### src/rtl/posit_mac_sequencer.sv
`default_nettype none
// ============================================================================
// Module   : posit_mac_sequencer
// Brief    : Drives a bit-serial FP16 x posit(es=0) multiplier: programs the
//            precision, streams each weight MSB-first and returns the product.
// Revision : 1.0
// ============================================================================
module posit_mac_sequencer #(
  parameter int ACT_WIDTH         = 16,
  parameter int DEFAULT_PRECISION = 8,
  parameter int TIMEOUT           = 15
) (
  input  logic                 clk,
  input  logic                 rst,
  input  logic                 cfg_valid,
  input  logic [3:0]           cfg_precision,
  output logic                 cfg_ready,
  input  logic                 in_valid,
  output logic                 in_ready,
  input  logic [ACT_WIDTH-1:0] in_act,
  input  logic [7:0]           in_weight,
  output logic [ACT_WIDTH-1:0] mul_act,
  output logic                 mul_w,
  output logic                 mul_valid,
  output logic                 mul_set,
  output logic [3:0]           mul_precision,
  input  logic                 mul_sign,
  input  logic [4:0]           mul_exp,
  input  logic [13:0]          mul_mantissa,
  input  logic                 mul_done,
  input  logic                 mul_zero,
  input  logic                 mul_nar,
  output logic                 out_valid,
  input  logic                 out_ready,
  output logic                 out_sign,
  output logic [4:0]           out_exp,
  output logic [13:0]          out_mantissa,
  output logic                 out_zero,
  output logic                 out_nar,
  output logic                 out_err,
  output logic                 busy
);

  localparam int         TW        = $clog2(TIMEOUT + 1);
  localparam logic [TW-1:0] C_WAIT_LAST = TW'(TIMEOUT - 1);
  localparam logic [3:0] C_DEF_PREC = 4'(DEFAULT_PRECISION);

  typedef enum logic [2:0] {
    S_CONFIG = 3'd0,
    S_IDLE   = 3'd1,
    S_STREAM = 3'd2,
    S_GAP    = 3'd3,
    S_WAIT   = 3'd4,
    S_OUTPUT = 3'd5
  } state_t;

  state_t                 state_q, state_d;
  logic [3:0]             prec_q, prec_d;
  logic [ACT_WIDTH-1:0]   act_q, act_d;
  logic [7:0]             weight_q, weight_d;
  logic [2:0]             k_q, k_d;
  logic [TW-1:0]          wcnt_q, wcnt_d;
  logic                   sign_q, sign_d;
  logic [4:0]             exp_q, exp_d;
  logic [13:0]            mant_q, mant_d;
  logic                   zero_q, zero_d;
  logic                   nar_q, nar_d;
  logic                   err_q, err_d;

  logic [3:0]             w_cfg_clamped;
  logic [3:0]             w_prec_m1;

  always_comb begin
    w_cfg_clamped = cfg_precision;
    if (cfg_precision < 4'd2) begin
      w_cfg_clamped = 4'd2;
    end else if (cfg_precision > 4'd8) begin
      w_cfg_clamped = 4'd8;
    end
  end

  assign w_prec_m1 = prec_q - 4'd1;

  always_comb begin
    state_d  = state_q;
    prec_d   = prec_q;
    act_d    = act_q;
    weight_d = weight_q;
    k_d      = k_q;
    wcnt_d   = wcnt_q;
    sign_d   = sign_q;
    exp_d    = exp_q;
    mant_d   = mant_q;
    zero_d   = zero_q;
    nar_d    = nar_q;
    err_d    = err_q;
    case (state_q)
      S_CONFIG: state_d = S_IDLE;
      S_IDLE: begin
        if (cfg_valid) begin
          prec_d  = w_cfg_clamped;
          state_d = S_CONFIG;
        end else if (in_valid) begin
          act_d    = in_act;
          weight_d = in_weight;
          k_d      = w_prec_m1[2:0];
          state_d  = S_STREAM;
        end
      end
      S_STREAM: begin
        if (k_q == 3'd0) begin
          state_d = S_GAP;
        end else begin
          k_d = k_q - 3'd1;
        end
      end
      S_GAP: begin
        wcnt_d  = '0;
        state_d = S_WAIT;
      end
      S_WAIT: begin
        // mul_done is only trusted here; a level left over from STREAM is ignored.
        if (mul_done) begin
          sign_d  = mul_sign;
          exp_d   = mul_exp;
          mant_d  = mul_mantissa;
          zero_d  = mul_zero;
          nar_d   = mul_nar;
          err_d   = 1'b0;
          state_d = S_OUTPUT;
        end else if (wcnt_q == C_WAIT_LAST) begin
          sign_d  = 1'b0;
          exp_d   = '0;
          mant_d  = '0;
          zero_d  = 1'b0;
          nar_d   = 1'b0;
          err_d   = 1'b1;
          state_d = S_OUTPUT;
        end else begin
          wcnt_d = wcnt_q + 1'b1;
        end
      end
      S_OUTPUT: begin
        if (out_ready) begin
          state_d = S_IDLE;
        end
      end
      default: state_d = S_CONFIG;
    endcase
  end

  always_ff @(posedge clk or posedge rst) begin
    if (rst) begin
      state_q  <= S_CONFIG;
      prec_q   <= C_DEF_PREC;
      act_q    <= '0;
      weight_q <= '0;
      k_q      <= '0;
      wcnt_q   <= '0;
      sign_q   <= 1'b0;
      exp_q    <= '0;
      mant_q   <= '0;
      zero_q   <= 1'b0;
      nar_q    <= 1'b0;
      err_q    <= 1'b0;
    end else begin
      state_q  <= state_d;
      prec_q   <= prec_d;
      act_q    <= act_d;
      weight_q <= weight_d;
      k_q      <= k_d;
      wcnt_q   <= wcnt_d;
      sign_q   <= sign_d;
      exp_q    <= exp_d;
      mant_q   <= mant_d;
      zero_q   <= zero_d;
      nar_q    <= nar_d;
      err_q    <= err_d;
    end
  end

  // The reset state is CONFIG, so strobe-like outputs are masked while rst is held.
  assign mul_set       = (state_q == S_CONFIG) & ~rst;
  assign busy          = (state_q != S_IDLE) & ~rst;
  assign mul_valid     = (state_q == S_STREAM);
  assign mul_w         = mul_valid ? weight_q[k_q] : 1'b0;
  assign mul_act       = act_q;
  assign mul_precision = prec_q;
  assign cfg_ready     = (state_q == S_IDLE);
  assign in_ready      = (state_q == S_IDLE) & ~cfg_valid;
  assign out_valid     = (state_q == S_OUTPUT);
  assign out_sign      = sign_q;
  assign out_exp       = exp_q;
  assign out_mantissa  = mant_q;
  assign out_zero      = zero_q;
  assign out_nar       = nar_q;
  assign out_err       = err_q;

endmodule
`default_nettype wire

### config.mk
export PLATFORM = sky130hd
export DESIGN_NAME = posit_mac_sequencer
export DESIGN_NICKNAME = d
export VERILOG_FILES = /design/src/rtl/posit_mac_sequencer.sv
export SDC_FILE = /design/constraint.sdc
export NUM_CORES = 1
export LEC_CHECK = 0
export BUFFER_PORTS_ARGS = -buffer_cell sky130_fd_sc_hd__buf_2
export CAP_MARGIN = 20
export CORE_UTILIZATION = 52
export DETAILED_ROUTE_END_ITERATION = 10
export PLACE_DENSITY = 0.82
export SKIP_CTS_REPAIR_TIMING = 1
export SLEW_MARGIN = 10
export SYNTH_ARGS = -nofsm -noshare
export SYNTH_HDL_FRONTEND = slang
export SYNTH_SLANG_ARGS = --single-unit
### constraint.sdc
create_clock -name clk -period 5.63 [get_ports clk]
set_input_delay 0.2815 -clock clk [delete_from_list [all_inputs] [get_ports clk]]
set_output_delay 0.2815 -clock clk [all_outputs]
set_load 0.02 [all_outputs]
Word-level counts from Yosys, hierarchy flattened
Cells that the tools add are included.
{"block": "totals", "mem_bits_rw": 0, "out_inout_bits": 50, "latch_bits": 0, "regBits": 61, "mem_count": 0, "romBits": 0}
{"block": "classes", "mul": 0, "order_cmp": 3, "shifts": 0, "mux": 29, "bitwise_logic": 5, "addsub": 3, "n_div": 0, "reduce_logical": 11, "n_eq_ne": 16}
{"operator": "$mux 14", "n": 2}
{"operator": "$mux 3", "n": 9}
{"operator": "$pmux 3 s6", "n": 1}
{"operator": "$mux 4", "n": 4}
{"operator": "$mux 5", "n": 2}
{"operator": "$mux 1", "n": 8}
{"operator": "$ne 2x2->1 const B", "n": 4}
{"operator": "$pmux 4 s2", "n": 1}
{"operator": "$reduce_and 4->1", "n": 2}
{"operator": "$eq 3x2->1 const B", "n": 2}
{"operator": "$eq 3x3->1 const B", "n": 2}
{"operator": "$logic_not 3->1", "n": 2}
{"operator": "$ne 2x1->1 const B", "n": 3}
{"operator": "$pmux 3 s2", "n": 1}
{"operator": "$reduce_and 3->1", "n": 2}
{"operator": "$reduce_bool 2->1", "n": 3}
{"operator": "$sub 3x1->3 const B", "n": 2}
{"operator": "$add 4x1->4 const B", "n": 1}
{"operator": "$eq 4x4->1 const B", "n": 1}
{"operator": "$gt 4x4->1 const B", "n": 1}
{"operator": "$lt 3x4->1 const B", "n": 1}
{"operator": "$lt 4x2->1 const B", "n": 1}
{"operator": "$reduce_and 2->1", "n": 2}
{"operator": "$and 1x1->1", "n": 3}
{"operator": "6 further kinds", "n": 7}

Logic depth before layout (Yosys ltp)
Gate-level depths: netlist of run 1.
{"block": "logic_depth", "word_depth": 4, "ltp_mapped": 7, "ltp_nobuf": 6}

Least setup slack after synthesis of run 1
Ideal clock, no wire load.
{"block": "synth_timing", "path_kind": "register -> register", "from": "reg state_q[2]", "to": "reg k_q[2]", "t_arrival_ps": 1840, "path_buffers": 1, "slack_ps": 3697, "period_less_slack_ps": 1933, "path_stages_with_launch": 8, "cell_sequence": "dfrtp_1 -> or3b_1 -> buf_6 -> inv_1 -> mux2i_1 -> ha_1 -> o21ai_1 -> a221oi_2"}
{"block": "synth_via", "elab_chain_cells": 3}
{"item": "start, declared", "line_no": "57", "text": "state_t state_q, state_d;"}
{"item": "start signal, assigned", "line_no": "167", "text": "state_q <= state_d;"}
{"item": "$eq 3x2->1 *"}
{"item": "via mul_valid", "line_no": "24", "text": "output logic mul_valid,"}
{"item": "$ne 2x2->1 (no source line) or $reduce_bool 2->1 (tied branches)"}
{"item": "$reduce_and 4->1 (no source line)"}
{"item": "end signal, assigned", "line_no": "171", "text": "k_q <= k_d;"}
{"item": "end, declared", "line_no": "61", "text": "logic [2:0] k_q, k_d;"}
Mark *: on every way through the listed nets, which the timed path passes. The rest lies on a longest branch.
A chain may end at the register's enable or synchronous reset.

Worst setup path after layout of run 1
{"block": "layout_timing", "from": "reg state_q[2]", "to": "reg k_q[2]"}
{"block": "layout_via", "elab_chain_cells": 3}
{"item": "$eq 3x2->1 or $eq 3x1->1 (tied branches)", "line_no": "97", "text": "case (state_q)"}
{"item": "$ne 2x2->1 (no source line) (tied with other cells)"}
{"item": "$reduce_and 4->1 (no source line)"}
Parallel ways exist; a longest one is shown, timed or not.

==> impl_metrics.tcl, run 1 <==
set metrics [dict create \
    ir_drop_mv 0.3146 \
    cts_root_buf "clkbuf_8" \
    synth_xor_area_share_pct 0 \
    r2r_end "k_q[2]" \
    ios 106 \
    synth_simple_gate_area_share_pct 8.233 \
    cts_buffers 9 \
    viasPerCell 5.292 \
    design.die.area_um2 5495 \
    critPathSlowestCell "or3b_1" \
    ys_async_sr_fraction_pct 100.0 \
    drt-total-wl_mm 5.444 \
    period_needed_ns 2.327 \
    worstPathCellList "or3b_1 -> inv_1 -> mux2i_1 -> ha_1 -> o21ai_1 -> a221oi_2" \
    synth_compound_area_share_pct 14.85 \
    ff2ff_path_depth 6 \
    fin_nets 367 \
    r2r-start "state_q[2]" \
    grt_remaining_overflow 0 \
    rsz0062_at_grt "false" \
    fin_skew_ns 0.004712 \
    yosysSeqAreaShare_pct 56.48 \
    tightestPinTransition_ns 0.8081 \
    synth_cell_type_count 39 \
    hold_ws_ns -0.01511 \
    worst_setup_path_end_kind "flop" \
    gp_congestion 0.7895 \
    status "finished, violations left" \
    final_area_um2 3398 \
    drive_gt1_share_pct 48.88 \
    ctsHtreeMaxLevel 3 \
    ant_nets 0 \
    relSlewSlack_pct 45.98 \
    synthMuxAreaShare_pct 15.17 \
    row_count 25 \
    place_hpwl_mm 3.840 \
    synth_edf_count 0 \
    synth_top_area_cell "dfrtp_1" \
    antenna_found_initial 0 \
    syn_nets 262 \
    synth_fa_ha_area_share_pct 1.388 \
    path_max_fanout 20 \
    firstDrtPassIters 4 \
    yosys_warnings 0 \
    clk_path_buf_depth 2 \
    grt_pass1_vias 1840 \
    fin_tns_setup_ns 0 \
    netlist_top_cells_count "60 x dfrtp_1, 22 x a22o_1, 20 x mux2_4" \
    drc 0 \
    cp_data_arrival_time_ns 2.56 \
    placed_area_um2 3239 \
    cts_tree "yes" \
    die_y_um 74.13 \
    n_antenna_cell 0 \
    start_kind "flop" \
    ys.flop_type "dfrtp_1" \
    initial_core_util_pct 55.79 \
    ys_ff_latch 61 \
    power-per-cell-area_nw_per_um2 608.6 \
    area_growth_pct 25.62 \
    clk_pin_slew_worst_paths_ns 0.06 \
    fin_crit_sh_pct 41.33 \
    io_buffers 105 \
    synth_top_cells_by_area "dfrtp_1 56%, mux2_4 11%, a22o_1 7.1%" \
    fin_ws_ns 3.303 \
    grt_max_degree 39 \
    crit_path_max_incr_delay_ns 0.61 \
    hp-class "primary input to asynchronous set/reset pin" \
    utilization_pct 70.09 \
    synth.top_cell.area_share_pct 55.50 \
    yosysMostFrequentCell "dfrtp_1" \
    clkLatencyLatePin_ns 0.33 \
    cp_data_required_time_ns 5.86 \
    crit_type "flop to flop" \
    dr.first_iter.drc_count 80 \
    grt_pass1_wl_mm 8.556 \
    coreArea_um2 4848 \
    final-max-slew-violation-count 0 \
    fmax_mhz 429.7 \
    dr_total_vias 2011 \
    preCtsSetupSlack_ns 3.376 \
    grt.total_usage_pct 21.14 \
    synthesis.instances 203 \
    die_w_um 74.13 \
    violations "hold timing" \
    cap_violations 0 \
    synth_top_family_by_area "multiplexers" \
    worst-r2r-setup-slack_ns 3.30 \
    clock-sinks 61 \
    hold_violations 23 \
    syn-cell-area_um2 2705 \
    p_leak_uw 0.001810 \
    syn_area_per_cell_um2 13.33 \
    setup_viol 0 \
    post_drt_wl_per_cell_um 14.33 \
]
## cell type report
| class | count | area (um2) |
|---|---|---|
| Timing Repair Buffer | 106 | 533.0 |
| Multi-Input combinational cell | 124 | 1072 |
| Fill cell | 354 | 1450 |
| Sequential cell | 61 | 1528 |
| Clock inverter | 5 | 27.53 |
| Clock buffer | 11 | 131.4 |
| Inverter | 6 | 22.52 |
| Tap cell | 67 | 83.83 |
## metal layers
| metal | vias up | track usage (%) | wire, um |
|---|---|---|---|
| met4 | 0 | 11.11 | 87 |
| met3 | 9 | 5.962 | 417 |
| li1 | 962 | - | - |
| met1 | 951 | 28.08 | 2496 |
| met5 | - | 0 | 0 |
| met2 | 89 | 31.72 | 2442 |
## worst max-delay path by stage
| stage | start | end | slack (ns) | cells after the start |
|---|---|---|---|---|
| after floorplan | state_q[2] | k_q[2] | 3.70 | 7 |
| after global placement | state_q[2] | k_q[2] | 3.47 | 6 |
| after detailed placement | state_q[2] | k_q[2] | 3.38 | 6 |
| after CTS | state_q[2] | k_q[2] | 3.33 | 6 |
| after global routing | state_q[2] | k_q[2] | 3.11 | 6 |
| final | state_q[2] | k_q[2] | 3.30 | 6 |
## sequential cells by signal, summed over array words and instances (netlist names)
name and count:
out_mantissa 14, out_err 1, state_q 3, wcnt_q 4
mul_precision 4, k_q 3, weight_q 8, out_sign 1
out_zero 1, out_exp 5, out_nar 1, mul_act 16
## logic make-up after synthesis
family	after synthesis
DFF	61
buffers and inverters	18
AOI/OAI and AO/OA	53
adders and majority gates	3
muxes	28
and+or+nand+nor	40
## layout by cell type, fill, tap and decap left out, types with 4 or more instances in the layout
master / n
inv_1: 5
a31oi_1: 4
clkbuf_8: 9
clkinv_2: 4
o21ai_0: 7
a22o_1: 22
dfrtp_1: 60
nand2_1: 9
buf_2: 105
mux2_4: 20
nor2_1: 9
nor2b_1: 4
a21oi_1: 8
mux2_2: 4
## through the flow
stage / total power, uW / cells
floorplan: 1490 / 203
global placement: 1725 / 364
detailed placement: 1752 / 364
CTS: 2081 / 380
global route: 2208 / 380
finish: 2068 / 380
## report_power, final
group	total, uW	internal (uW)	switching (uW)
logic	931	433	498
clock network	318	157	162
registers	819	653	166
total	2070	1240	825
## critical path: cells and delay by family, from the launching register on
kind | cells | cell delay, ns
adders and majority gates | 1 | 0.23
muxes | 1 | 0.21
buffers and inverters | 1 | 0.20
DFF | 1 | 0.59
AOI/OAI and AO/OA | 2 | 0.39
and+or+nand+nor | 1 | 0.61
(Power assumes the default switching activity.)
==> run 2: changes to the inputs <==
- ABC_AREA: unset -> 1
- CORE_UTILIZATION: 52 -> 48
- PLACE_DENSITY: 0.82 -> 0.76
- clock period: 5.63 -> 2.2 ns (I/O delays scaled with it)
==> run 2 against run 1 <==
  * The run now ends clean
  * Global-route usage about the same
  * Utilization shrank 2.9 points
  * Synthesized area down 0.37%
  * Clock power grew to 3.8 times the previous value
  * Flip-flop and latch count is the same
  * Register-to-register slack lost 2.8 ns
  * Critical endpoint is now in_ready
==> impl_metrics.tcl, run 2 <==
set metrics [dict create \
    antenna_found_initial 0 \
    dr_total_vias 2388 \
    n_antenna_cell 0 \
    yosysSeqAreaShare_pct 56.69 \
    grt.total_usage_pct 21.12 \
    place_hpwl_mm 4.336 \
    ys_ff_latch 61 \
    tightestPinTransition_ns 0.4244 \
    synth_top_family_by_area "simple AND/OR/NAND/NOR gates" \
    setup_viol 0 \
    synth.top_cell.area_share_pct 55.71 \
    clkLatencyLatePin_ns 0.33 \
    synth_fa_ha_area_share_pct 1.393 \
    post_drt_wl_per_cell_um 12.75 \
    crit_end "in_ready" \
    crit_start "state_q[2]" \
    grt_pass1_wl_mm 9.825 \
    firstDrtPassIters 4 \
    fin_ws_ns 0.4835 \
    grt_use_met2_pct 35.36 \
    status "finished clean" \
    grt_use_met1_pct 26.55 \
    cp_data_arrival_time_ns 1.61 \
    r2r_end "k_q[2]" \
    worst-r2r-setup-slack_ns 0.53 \
    syn-cell-area_um2 2695 \
    synth_simple_gate_area_share_pct 23.17 \
    row_count 26 \
    design.die.area_um2 5918 \
    fmax_mhz 582.6 \
    path_max_fanout 22 \
    drive_gt1_share_pct 34.83 \
    cts_tree "yes" \
    period_needed_ns 1.716 \
    cts_root_buf "clkbuf_8" \
    clk_path_buf_depth 2 \
    ys_async_sr_fraction_pct 100.0 \
    final_area_um2 3542 \
    final-max-slew-violation-count 0 \
    synth_top_cells_by_area "dfrtp_1 56%, nand2_1 12%, a22o_1 7.1%" \
    ir_drop_mv 0.6843 \
    ctsHtreeMaxLevel 3 \
    placed_area_um2 3256 \
    ios 106 \
    dr.first_iter.drc_count 111 \
    die_y_um 76.93 \
    synth_compound_area_share_pct 11.70 \
    final_cell_mix "105 x buf_2, 83 x nand2_1, 60 x dfrtp_1" \
    ant_nets 0 \
    grt_max_degree 27 \
    largest_register_ffs 16 \
    synth_top_area_cell "dfrtp_1" \
    use_met3_pct 5.119 \
    r2r-start "state_q[2]" \
    crit_type "flop to primary output" \
    coreArea_um2 5270 \
    cap_violations 0 \
    grt_remaining_overflow 0 \
    die_w_um 76.93 \
    cp_data_required_time_ns 2.09 \
    cts_buffers 9 \
    ys.flop_type "dfrtp_1" \
    fin_skew_ns 0.004620 \
    area_growth_pct 31.43 \
    utilization_pct 67.21 \
    gp_congestion 0.8659 \
    drt-total-wl_mm 6.017 \
    grt_pass1_vias 2150 \
    start_kind "flop" \
    synth_cell_type_count 25 \
    clk_pin_slew_worst_paths_ns 0.06 \
    io_buffers 105 \
    fin_crit_sh_pct 78.02 \
    synthesis.instances 285 \
    relSlewSlack_pct 71.70 \
    synth_edf_count 0 \
    preCtsSetupSlack_ns 0.5605 \
    syn_nets 344 \
    grt_busiest_layer "met2" \
    fin_tns_setup_ns 0 \
    yosys_warnings 0 \
    ff2ff_path_depth 8 \
    fin_nets 457 \
    synthMuxAreaShare_pct 0 \
    initial_core_util_pct 51.14 \
    synth_xor_area_share_pct 0.6500 \
    p_leak_uw 0.001992 \
    hp-class "primary input to flop" \
    power-per-cell-area_nw_per_um2 1521 \
    drc 0 \
    netlist_top_cells_count "83 x nand2_1, 60 x dfrtp_1, 30 x nand3_1" \
    yosysMostFrequentCell "nand2_1" \
    layout_commonest_cell "buf_2" \
    hold_violations 0 \
    hold_ws_ns 0.007064 \
    viasPerCell 5.059 \
    worst_setup_path_end_kind "primary output" \
    syn_area_per_cell_um2 9.456 \
    clock-sinks 61 \
    rsz0062_at_grt "false" \
]
## run 2: cell count changes after synthesis, sizes merged, moves of 5 or more
| cell | before | now |
|---|---|---|
| nand2 | 10 | 87 |
| nand3 | 3 | 30 |
| mux2 | 24 | 0 |
| inv | 6 | 24 |
| o21ai | 8 | 15 |
| clkbuf | 7 | 2 |
## run 2: kinds of logic after synthesis
| group | Yosys count |
|---|---|
| xor gates and xnor gates | 2 |
| AOI/OAI and AO/OA | 46 |
| buffers and inverters | 35 |
| and+or+nand+nor | 138 |
| DFF | 61 |
| adders and majority gates | 3 |
## run 2: power by group
part	internal, uW	switching [uW]	total [uW]
logic	823	1400	2220
registers	1630	321	1960
clock network	806	401	1210
total	3260	2120	5390
## run 2: layer usage
metal  vias to the layer above  wire (um)  part of all wire [%]
met5                         -          0                     0
met3                         7        409                   6.8
met2                       106       2903                    48
met1                      1107       2641                    44
li1                       1168          -                     -
met4                         0         63                   1.0
## run 2: how the worst min path moves through the flow
stage             start          end  slack (ns)  cells past startpoint
2_1_floorplan  mul_done      out_err        0.22                      1
3_3_place_gp        rst   state_q[2]        0.09                      2
3_5_place_dp        rst   state_q[2]        0.09                      2
4_1_cts             rst  weight_q[1]       -0.26                      2
5_1_grt        mul_sign     out_sign       0.002                      2
6_report       mul_done      out_err       0.007                      2
## run 2: final cells by class
| type | count | area (um2) |
|---|---|---|
| sequential | 61 | 1528 |
| multi-input combinational | 189 | 994.7 |
| clock buffer | 11 | 151.4 |
| inverter | 24 | 90.09 |
| tap | 70 | 87.58 |
| clock inverter | 4 | 95.09 |
| timing repair buffer | 113 | 595.6 |
| fill | 454 | 1728 |
## run 2: per-stage QoR
stage | cells | total power [uW]
6_report | 472 | 5386
5_1_grt | 472 | 5758
2_1_floorplan | 285 | 3485
4_1_cts | 468 | 5422
3_5_place_dp | 453 | 4191
3_3_place_gp | 453 | 4111
## run 2: worst max-delay path: stages (launching register included)
cell and delay, ns:
dfrtp_1 0.47, nor2_4 0.18, nand2_2 0.08, nor2_4 0.09, buf_4 0.24, buf_2 0.21
